## config.mk

```make
export PLATFORM = sky130hd
export DESIGN_NAME = asym_fwft_fifo
export DESIGN_NICKNAME = d
export VERILOG_FILES = /design/src/rtl/asym_fwft_fifo.sv
export SDC_FILE = /design/constraint.sdc
export NUM_CORES = 1
export LEC_CHECK = 0
export CAP_MARGIN = 20
export CORE_MARGIN = 3
export CORE_UTILIZATION = 55
export CTS_CLUSTER_SIZE = 10
export DETAILED_ROUTE_END_ITERATION = 8
export MAX_ROUTING_LAYER = met4
export PLACE_DENSITY = 0.74
export SYNTH_ARGS = -nofsm -noshare
export SYNTH_HDL_FRONTEND = slang
export SYNTH_SLANG_ARGS = --single-unit
```

## constraint.sdc

```tcl
create_clock -name clk -period 4.4 [get_ports clk]
set_input_delay 0.66 -clock clk [delete_from_list [all_inputs] [get_ports clk]]
set_output_delay 0.66 -clock clk [all_outputs]
set_load 0.02 [all_outputs]
```

## src/rtl/asym_fwft_fifo.sv

```systemverilog
// Asymmetric first-word-fall-through FIFO: wide words in, narrow sub-words out.
// Occupancy, almost-full/almost-empty flags and error pulses come from registered pointers only.
module asym_fwft_fifo #(
   parameter int RD_WIDTH   = 8,
   parameter int RATIO      = 4,
   parameter int ADDR_WIDTH = 4,
   parameter int LSB_FIRST  = 1,
   parameter int AF_LEVEL   = (2**ADDR_WIDTH)*RATIO-2,
   parameter int AE_LEVEL   = 2
) (
   input  logic                              clk,
   input  logic                              arst_n,
   input  logic                              wr,
   input  logic [RD_WIDTH*RATIO-1:0]         wr_data,
   output logic                              full,
   output logic                              almost_full,
   output logic                              wr_err,
   input  logic                              rd,
   output logic [RD_WIDTH-1:0]               rd_data,
   output logic                              empty,
   output logic                              almost_empty,
   output logic                              rd_err,
   output logic [ADDR_WIDTH+$clog2(RATIO):0] rd_count
);

   localparam int LOG2R    = $clog2(RATIO);
   localparam int WR_WIDTH = RD_WIDTH*RATIO;
   localparam int DEPTH    = 2**ADDR_WIDTH;
   localparam int CNT_W    = ADDR_WIDTH+LOG2R+1;
   localparam logic [CNT_W-1:0] AF_L = CNT_W'(AF_LEVEL);
   localparam logic [CNT_W-1:0] AE_L = CNT_W'(AE_LEVEL);

   logic [WR_WIDTH-1:0]   mem [DEPTH];
   logic [ADDR_WIDTH:0]   wr_ptr;
   logic [CNT_W-1:0]      rd_ptr;
   logic [ADDR_WIDTH:0]   rd_word;
   logic [LOG2R-1:0]      sub_idx;
   logic [WR_WIDTH-1:0]   head;
   logic [RD_WIDTH-1:0]   subs [RATIO];
   logic                  wr_en;
   logic                  rd_en;

   assign rd_word  = rd_ptr[CNT_W-1:LOG2R];
   assign rd_count = {wr_ptr, {LOG2R{1'b0}}} - rd_ptr;

   assign empty        = (rd_count == '0);
   assign almost_full  = (rd_count >= AF_L);
   assign almost_empty = (rd_count <= AE_L);

   // The head slot stays occupied until its last sub-word is popped.
   assign full = (wr_ptr[ADDR_WIDTH] != rd_word[ADDR_WIDTH]) &&
                 (wr_ptr[ADDR_WIDTH-1:0] == rd_word[ADDR_WIDTH-1:0]);

   assign wr_en = wr & ~full;
   assign rd_en = rd & ~empty;

   always_ff @(posedge clk) begin
      if (arst_n && wr_en)
         mem[wr_ptr[ADDR_WIDTH-1:0]] <= wr_data;
   end

   always_ff @(posedge clk) begin
      if (!arst_n) begin
         wr_ptr <= '0;
         rd_ptr <= '0;
         wr_err <= 1'b0;
         rd_err <= 1'b0;
      end else begin
         if (wr_en)
            wr_ptr <= wr_ptr + (ADDR_WIDTH+1)'(1);
         if (rd_en)
            rd_ptr <= rd_ptr + CNT_W'(1);
         wr_err <= wr & full;
         rd_err <= rd & empty;
      end
   end

   assign head = mem[rd_word[ADDR_WIDTH-1:0]];

   for (genvar g = 0; g < RATIO; g++) begin : g_sub
      assign subs[g] = head[g*RD_WIDTH +: RD_WIDTH];
   end

   assign sub_idx = (LSB_FIRST != 0) ? rd_ptr[LOG2R-1:0]
                                     : ~rd_ptr[LOG2R-1:0];
   assign rd_data = subs[sub_idx];

endmodule

```

Yosys cells after proc, flatten, opt, wreduce, memory -nomap -nowiden
Memory sizes are Yosys's and may differ from the RTL's. A register that Yosys moved wholly into a read port is not among the register bits. Cells that the tools add are included.

Bits in registers: 14. Bits in writable memories: 512. Memories: 1. Output and inout port bits: 21. Word-level logic and storage cells: 30. Input bits: 36.

Memory list: mem (words 16, bits a word 32, rd ports 1, clocked after memory_dff 1, wr ports 1, line 33) `logic [WR_WIDTH-1:0] mem [DEPTH];`.

Add/sub/neg operators: 3. Multiplexer cells: 7. Equality and inequality tests: 2. $lt $le $gt $ge: 3. Reduce and logical (&&, ||, !) cells: 3. Bitwise operators: 7.

Operators by type and width (number): $bmux 8 s2 (1); $mux 8 (2); $mux 4 (2); $add 7x1->7 const B (1); $ge 7x6->1 const B (1); $le 7x2->1 const B (1); $logic_not 7->1 (1); $sub 7x7->7 (1); $add 5x1->5 const B (1); $and 1x1->1 (4); $eq 4x4->1 (1); $ge 3x3->1 const B (1); $not 2->3 (1); $logic_and 1x1->1 (2); $mux 1 (2); $not 1->1 (2); $ne 1x1->1 (1).

Depth between registers and ports, before layout
Gate-level depths: netlist of run 1.

Depth after elaboration: 7. Gate-level depth with buffers: 11. Depth with buffers taken out: 9.

Least setup slack after synthesis of run 1
OpenSTA, ideal clock, no wires.

Path type: register to register. Start: register rd_ptr[2]. End: memory mem[3][0] (netlist bit) (enable). Setup time: 461 ps. Slack: 429 ps. Required time: 3939 ps. Clock period less this slack: 3971 ps. Arrival: 3510 ps. Path buffers: 0. Cell stages (with the launch flop): 8. Cell sequence: dfxtp_1 inv_1 ha_1 nand3_1 nor2_1 nor2_1 nand2_1 nor3_1.

Word-level cells in the longest chain between the ends: 7.

RTL lines: from (decl) (line 35) `logic [CNT_W-1:0] rd_ptr;`; from (signal assigned) (line 72) `rd_ptr <= rd_ptr + CNT_W'(1);`; $eq 4x4->1 (line 52) `(wr_ptr[ADDR_WIDTH-1:0] == rd_word[ADDR_WIDTH-1:0]);`; $logic_and 1x1->1 (line 51) `assign full = (wr_ptr[ADDR_WIDTH] != rd_word[ADDR_WIDTH]) &&`; via full (line 15) `output logic full,`; $not 1->1 (line 54) `assign wr_en = wr & ~full;`; $and 1x1->1 (line 54); $logic_and 1x1->1 (line 58) `if (arst_n && wr_en)`; $mux 1 (line 58); $mux 1 (implied by the code) (line 59) `mem[wr_ptr[ADDR_WIDTH-1:0]] <= wr_data;`; to (decl) (line 33).

The timed path passes the listed nets, and every way through them passes these cells.

==> metrics.csv, run 1 <==
stage,metric,value,unit
synth,Syn Area/Cell,22.6,um2
timing,Slew @ Worst Pin,0.879,ns
timing,setup TNS,0,ns
worst_hold_path,Tightest Hold Check Type,flip-flop to flip-flop,
timing,clk_skew,0.0109,ns
die,die width,199,um
detailed_routing,First-pass DRT Iterations,5,
global_route,Global Route Usage Sum,24.4,%
critical_path,nature of the critical path startpoint,flip-flop,
placed_design,Port Buf Inserts,56,
detailed_routing,vias per inst,6.54,
die,I/O Pins,57,
critical_path,CP required,3.74,ns
critical_path,Reg-to-Reg Start,wr_ptr[3]$_SDFFE_PN0P_,
synth,register area share after synthesis,76.5,%
clock_tree,TritonCTS clock tree,yes,
die,area of the die,0.0398,mm2
clock_tree,maximum root-to-sink buffer count,3,
run_status,status,completed,
global_route,first-pass GRT wire length,67.5,mm
timing,Max Freq,235,MHz
synth,"top cells by area, synth","edfxtp_1, mux4_2, dfxtp_1",
detailed_routing,wire per inst,30.0,um
power_and_ir_drop,Pint,8320,uW
clock_tree,Root Buffer,clkbuf_16,
global_route,pin count of the biggest net entering global routing,36,
detailed_routing,DRC,0,
layout,"commonest non-fill, non-tap cell in the layout",edfxtp_1,
detailed_routing,Routed WL,45.3,mm
global_route,initial antenna violation count,3,
placed_design,GPL Wtd Cong,0.810,
placed_design,DP HPWL,24.4,mm
critical_path,worst endpoint data arrival time,3.60,ns
clock_tree,H-tree depth,2,
timing,Final Hold Violating Endpoints,0,
timing,final worst-path cycle share,96.9,%
power_and_ir_drop,Sequential Power Share,53.4,%
clock_tree,Worst-path clk slew,0.06,ns
worst_hold_path,Worst Hold Launch,rd_ptr[4]$_SDFFE_PN0N_,
synth,Synth Instances,910,
timing,final setup violation count,0,
clock_tree,cts hold-fix bufs,0,
critical_path,Crit. End Element,output port,
synth,Yosys top cell by area,edfxtp_1,
detailed_routing,Vias,9887,
critical_path,critical path class,flip-flop to output port,
power_and_ir_drop,P_sw,2150,uW
timing,fin. max-slew vios,0,
power_and_ir_drop,Peak VDD IR,0.283,mV
layout,layout cells sized above 1,28.2,%
power_and_ir_drop,leak pwr,0.00726,uW
layout,number of nets in the layout,1072,
die,row cnt,70,
clock_tree,# clock sinks,530,
power_and_ir_drop,Power per Cell Area,441,mW/mm2
global_route,GRT overflow,0,
synth,Synthesized Nets,957,
die,starting density of the core,56.0,%
synth,cell area after synthesis,0.0206,mm2
power_and_ir_drop,combinational power share,6.1,%
detailed_routing,Final ANT Viol Nets,0,
critical_path,"critical path fanouts, max",28,
synth,Yosys cell types,47,
die,core area,0.0367,mm2
layout,Area Overhead vs Synth,15.5,%
detailed_routing,First DRT Iteration DRCs,1119,
synth,"flops & latches, synth",530,
layout,Final Core Density,64.7,%
timing,minimum clock period,4.26,ns
job,Max-Cap Viols,0,
synth,Synth Warn #,0,
power_and_ir_drop,Clk network pwr share,40.5,%
power_and_ir_drop,Sw Ratio,20.6,%
global_route,vias in the first global route,10183,
layout,"commonest non-fill, non-tap cells in the layout","edfxtp_1, mux4_2, clkbuf_16",
clock_tree,Worst-Skew Late Latency,0.58,ns
synth,share of the synthesized area in the top cell type,74.7,%
timing,Slew HR,41.1,%
timing,RSZ-0062 raised after global routing,no,
die,die height,199,um
clock_tree,cts bufs inserted,59,
## final timing paths
check	endpoint	slack [ns]	depth (start not counted)
worst max-delay path	rd_data[0]	0.14	7
worst min-delay path	flip-flop	0.50	2
worst max register to register	mem[2][16]$_DFFE_PP_	1.32	7
worst min register to register	flip-flop	0.50	2
## cell type report
cell class	count	area, um2
clock buffer	72	1550
fill	2295	12900
antenna	3	7.51
tap	468	586
multi-input combinational	326	4680
clock inverter	4	60.1
timing repair buffer	100	1100
inverter	8	33.8
sequential	530	15700
## Yosys cell counts, drive strengths merged
cell type  count
or2            1
nor2          18
xnor2          6
o31a           1
a21boi         2
nor3b          1
o22ai         10
nand4          3
o21bai         1
o21ai         11
nand2b         3
a21oi         13
edfxtp       512
nand3b         1
or3            3
o41ai          1
and3           3
nor4           2
mux4         152
a211oi         9
xor2           2
inv            8
ha            11
and2           9
mux2i          2
nand3          4
a21o           1
dfxtp         18
buf           23
o21a           4
clkbuf        22
nor2b         11
a31o           2
nand2         17
bufbuf         1
nor3          14
a22oi          8
## critical path, cell delays in order (launching register included)
cell and delay [ns]:
dfxtp_4 0.66, buf_12 0.28, mux4_2 0.24, o22ai_1 0.08, nor3_1 0.54, a22oi_1 0.26, o21ai_1 0.27, clkdlybuf4s50_1 0.66
## power by group through the flow
stage                     sequential (uW)  combinational (uW)  clock, uW
after floorplan                      5690                 336          0
after global placement               5690                 610          0
after detailed placement             5700                 621          0
after CTS                            5590                 625       4300
after global routing                 5600                 676       4490
final                                5600                 635       4240
## stage by stage
stage / instance area [um2] / power, uW / setup WS (ns) / std cells / hold slack, ns
5_1_grt: 23800 / 10800 / 0.0491 / 1511 / 0.557
4_1_cts: 23700 / 10500 / 0.0405 / 1504 / 0.503
2_1_floorplan: 20600 / 6030 / 0.429 / 910 / 0.467
3_3_place_gp: 22100 / 6300 / 0.621 / 1425 / 0.484
6_report: 23800 / 10500 / 0.138 / 1511 / 0.502
3_5_place_dp: 22100 / 6320 / 0.657 / 1425 / 0.489
## flip-flops by register name (all words and copies together) (netlist names), named ones only
signal / flops
wr_err: 1
rd_err: 1
mem: 512
wr_ptr: 5
rd_ptr: 7
## routing by layer
layer  global-route usage, %  up-vias  wire length [um]
li1                        -     4074                 -
met1                    34.4     5214             18000
met2                    37.5      508             22200
met3                    4.00       91              3850
met4                    8.12        0              1130
met5                       -        -                 0
## kinds of logic after synthesis
family | Yosys count | synth area share [%]
mux | 154 | 16.7
fa+ha+maj | 11 | 0.669
compound gates | 63 | 2.09
simple gates | 90 | 2.34
xor+xnor | 8 | 0.341
flops | 530 | 76.5
buf+inv | 54 | 1.31
## what timing repair did
item                                    in CTS  in global routing
setup buffers                                3                  4
resized for setup                            1                  3
endpoints found under the setup margin       1                  4
Note: power is estimated with default switching activity, not from simulation.
==> run 2, diff against run 1 <==
Settings changed: RECOVER_POWER set to 50.
==> run 2 against run 1 <==
Net effect:
- critical endpoint unchanged
- cell count is essentially flat
- utilization is essentially flat
- combinational power shrank 0.8%
- non-clock buffer count unchanged
- register-to-register slack got worse by 0.05 ns
- worst hold slack better by 0.0034 ns
- maximum frequency down 1.2%
- final area about the same
- largest cell class unchanged
- global-route usage stayed put
==> metrics.csv, run 2 (synthesis gave the netlist of run 1 again) <==
stage,metric,value,unit,change
run_status,status,completed,,
global_route,Global Route Usage Sum,24.4,%,unchanged
timing,final hold slack,0.505,ns,+0.00342 ns
global_route,initial antenna violation count,4,,+1
placed_design,DP HPWL,24.4,mm,unchanged
clock_tree,# clock sinks,530,,unchanged
timing,Slew HR,39.8,%,-1.3 points
critical_path,worst endpoint data arrival time,3.65,ns,+0.05 ns
global_route,first-pass GRT wire length,67.5,mm,unchanged
placed_design,GPL Wtd Cong,0.810,,unchanged
detailed_routing,vias per inst,6.51,,-0.49%
critical_path,critical path class,flip-flop to output port,,
job,Max-Cap Viols,0,,unchanged
worst_hold_path,Worst Hold Launch,rd_ptr[4]$_SDFFE_PN0N_,,
timing,setup TNS,0,ns,unchanged
die,die height,199,um,unchanged
layout,number of nets in the layout,1072,,unchanged
critical_path,Crit. End Element,output port,,
die,area of the die,0.0398,mm2,unchanged
power_and_ir_drop,Peak VDD IR,0.287,mV,+1.4%
die,row cnt,70,,unchanged
placed_design,Port Buf Inserts,56,,unchanged
timing,post-route setup slack,0.0887,ns,-0.0497 ns
timing,final worst-path cycle share,98.0,%,+1.1 points
timing,Slew @ Worst Pin,0.900,ns,+0.0206 ns
global_route,vias in the first global route,10183,,unchanged
critical_path,"critical path fanouts, max",28,,unchanged
critical_path,Reg-to-Reg Start,wr_ptr[3]$_SDFFE_PN0P_,,
power_and_ir_drop,Power per Cell Area,441,mW/mm2,about the same
detailed_routing,DRC,0,,unchanged
clock_tree,Root Buffer,clkbuf_16,,
layout,"commonest non-fill, non-tap cell in the layout",edfxtp_1,,
detailed_routing,Final ANT Viol Nets,0,,unchanged
power_and_ir_drop,Pwr Total,10500,uW,about the same
layout,fill count,2301,,+0.26%
worst_hold_path,hold depth,2,,unchanged
detailed_routing,Vias,9845,,-0.42%
layout,number of flip-flops under the largest register name,512,,unchanged
die,die width,199,um,unchanged
timing,minimum clock period,4.31,ns,+0.0497 ns
power_and_ir_drop,leak pwr,0.00727,uW,+0.15%
detailed_routing,wire per inst,29.9,um,about the same
critical_path,nature of the critical path startpoint,flip-flop,,
timing,fin. max-slew vios,0,,unchanged
timing,RSZ-0062 raised after global routing,no,,
timing,clk_skew,0.0175,ns,+0.00659 ns
clock_tree,TritonCTS clock tree,yes,,
die,core area,0.0367,mm2,unchanged
die,I/O Pins,57,,unchanged
clock_tree,cts hold-fix bufs,0,,unchanged
detailed_routing,Routed WL,45.3,mm,about the same
layout,layout cells sized above 1,27.9,%,-0.29 points
detailed_routing,First-pass DRT Iterations,5,,unchanged
clock_tree,Worst-path clk slew,0.06,ns,about the same
global_route,GRT overflow,0,,unchanged
layout,"commonest non-fill, non-tap cells in the layout","edfxtp_1, mux4_2, clkbuf_16",,
layout,Multi-input gate area,0.00466,mm2,-0.43%
timing,Max Freq,232,MHz,-1.2%
die,starting density of the core,56.0,%,unchanged
clock_tree,Worst-Skew Late Latency,0.59,ns,about the same
timing,final setup violation count,0,,unchanged
detailed_routing,First DRT Iteration DRCs,1161,,+3.8%
clock_tree,H-tree depth,2,,unchanged
placed_design,Setup WS pre-CTS,0.657,ns,unchanged
worst_hold_path,Tightest Hold Check Type,flip-flop to flip-flop,,
global_route,pin count of the biggest net entering global routing,36,,unchanged
clock_tree,maximum root-to-sink buffer count,3,,unchanged
layout,Area Overhead vs Synth,15.4,%,about the same
timing,Final Hold Violating Endpoints,0,,unchanged
clock_tree,cts bufs inserted,59,,unchanged
layout,storage element area,0.0157,mm2,unchanged
critical_path,CP required,3.74,ns,about the same
critical_path,R2R depth,7,,unchanged
[run 2: final cells by class]
class / count / share of cell area (%)
Tap cell: 468 / 2.47
Sequential cell: 530 / 66.3
Clock inverter: 4 / 0.253
Inverter: 8 / 0.142
Antenna cell: 4 / 0.0422
Timing Repair Buffer: 100 / 4.63
Clock buffer: 72 / 6.51
Multi-Input combinational cell: 326 / 19.6
[run 2: repair_timing]
item,4_1_cts,5_1_grt
resized for setup,1,3
buffers inserted,3,4
setup endpoints to repair,1,4
[run 2: path summary, 6_finish.rpt]
kind	to	slack, ns
worst max-delay path	rd_data[0]	0.09
worst min register to register	flip-flop	0.50
worst min-delay path	flip-flop	0.50
worst max register to register	mem[12][16]$_DFFE_PP_	1.27
[run 2: where the power goes]
group	total [uW]	leakage, uW	switching [uW]	internal (uW)
clock	4240	0.000783	1770	2480
combinational	630	0.00173	372	257
sequential	5590	0.00476	19.8	5580
total	10500	0.00727	2160	8310
[run 2: stage by stage]
step	instances	instance area, um2	utilization (%)
6_report	1512	23700	64.7
3_3_place_gp	1425	22100	60.1
2_1_floorplan	910	20600	-
3_5_place_dp	1425	22100	60.1
5_1_grt	1512	23700	64.7
4_1_cts	1504	23700	64.6
[run 2: routing by layer]
layer	part of all wire [%]	vias to the layer above	track usage, %
li1	-	4067	-
met1	40	5160	34.4
met2	49	523	37.5
met3	8.5	95	4.00
met4	2.6	0	8.12
met5	0	-	-
[run 2: worst max-delay path, cell delays in order, from the launching register on]
cell and delay, ns:
dfxtp_4 0.65, buf_12 0.28, mux4_2 0.24, o22ai_1 0.09, nor3_1 0.57, a22oi_1 0.27, o21ai_1 0.27, clkdlybuf4s50_1 0.67
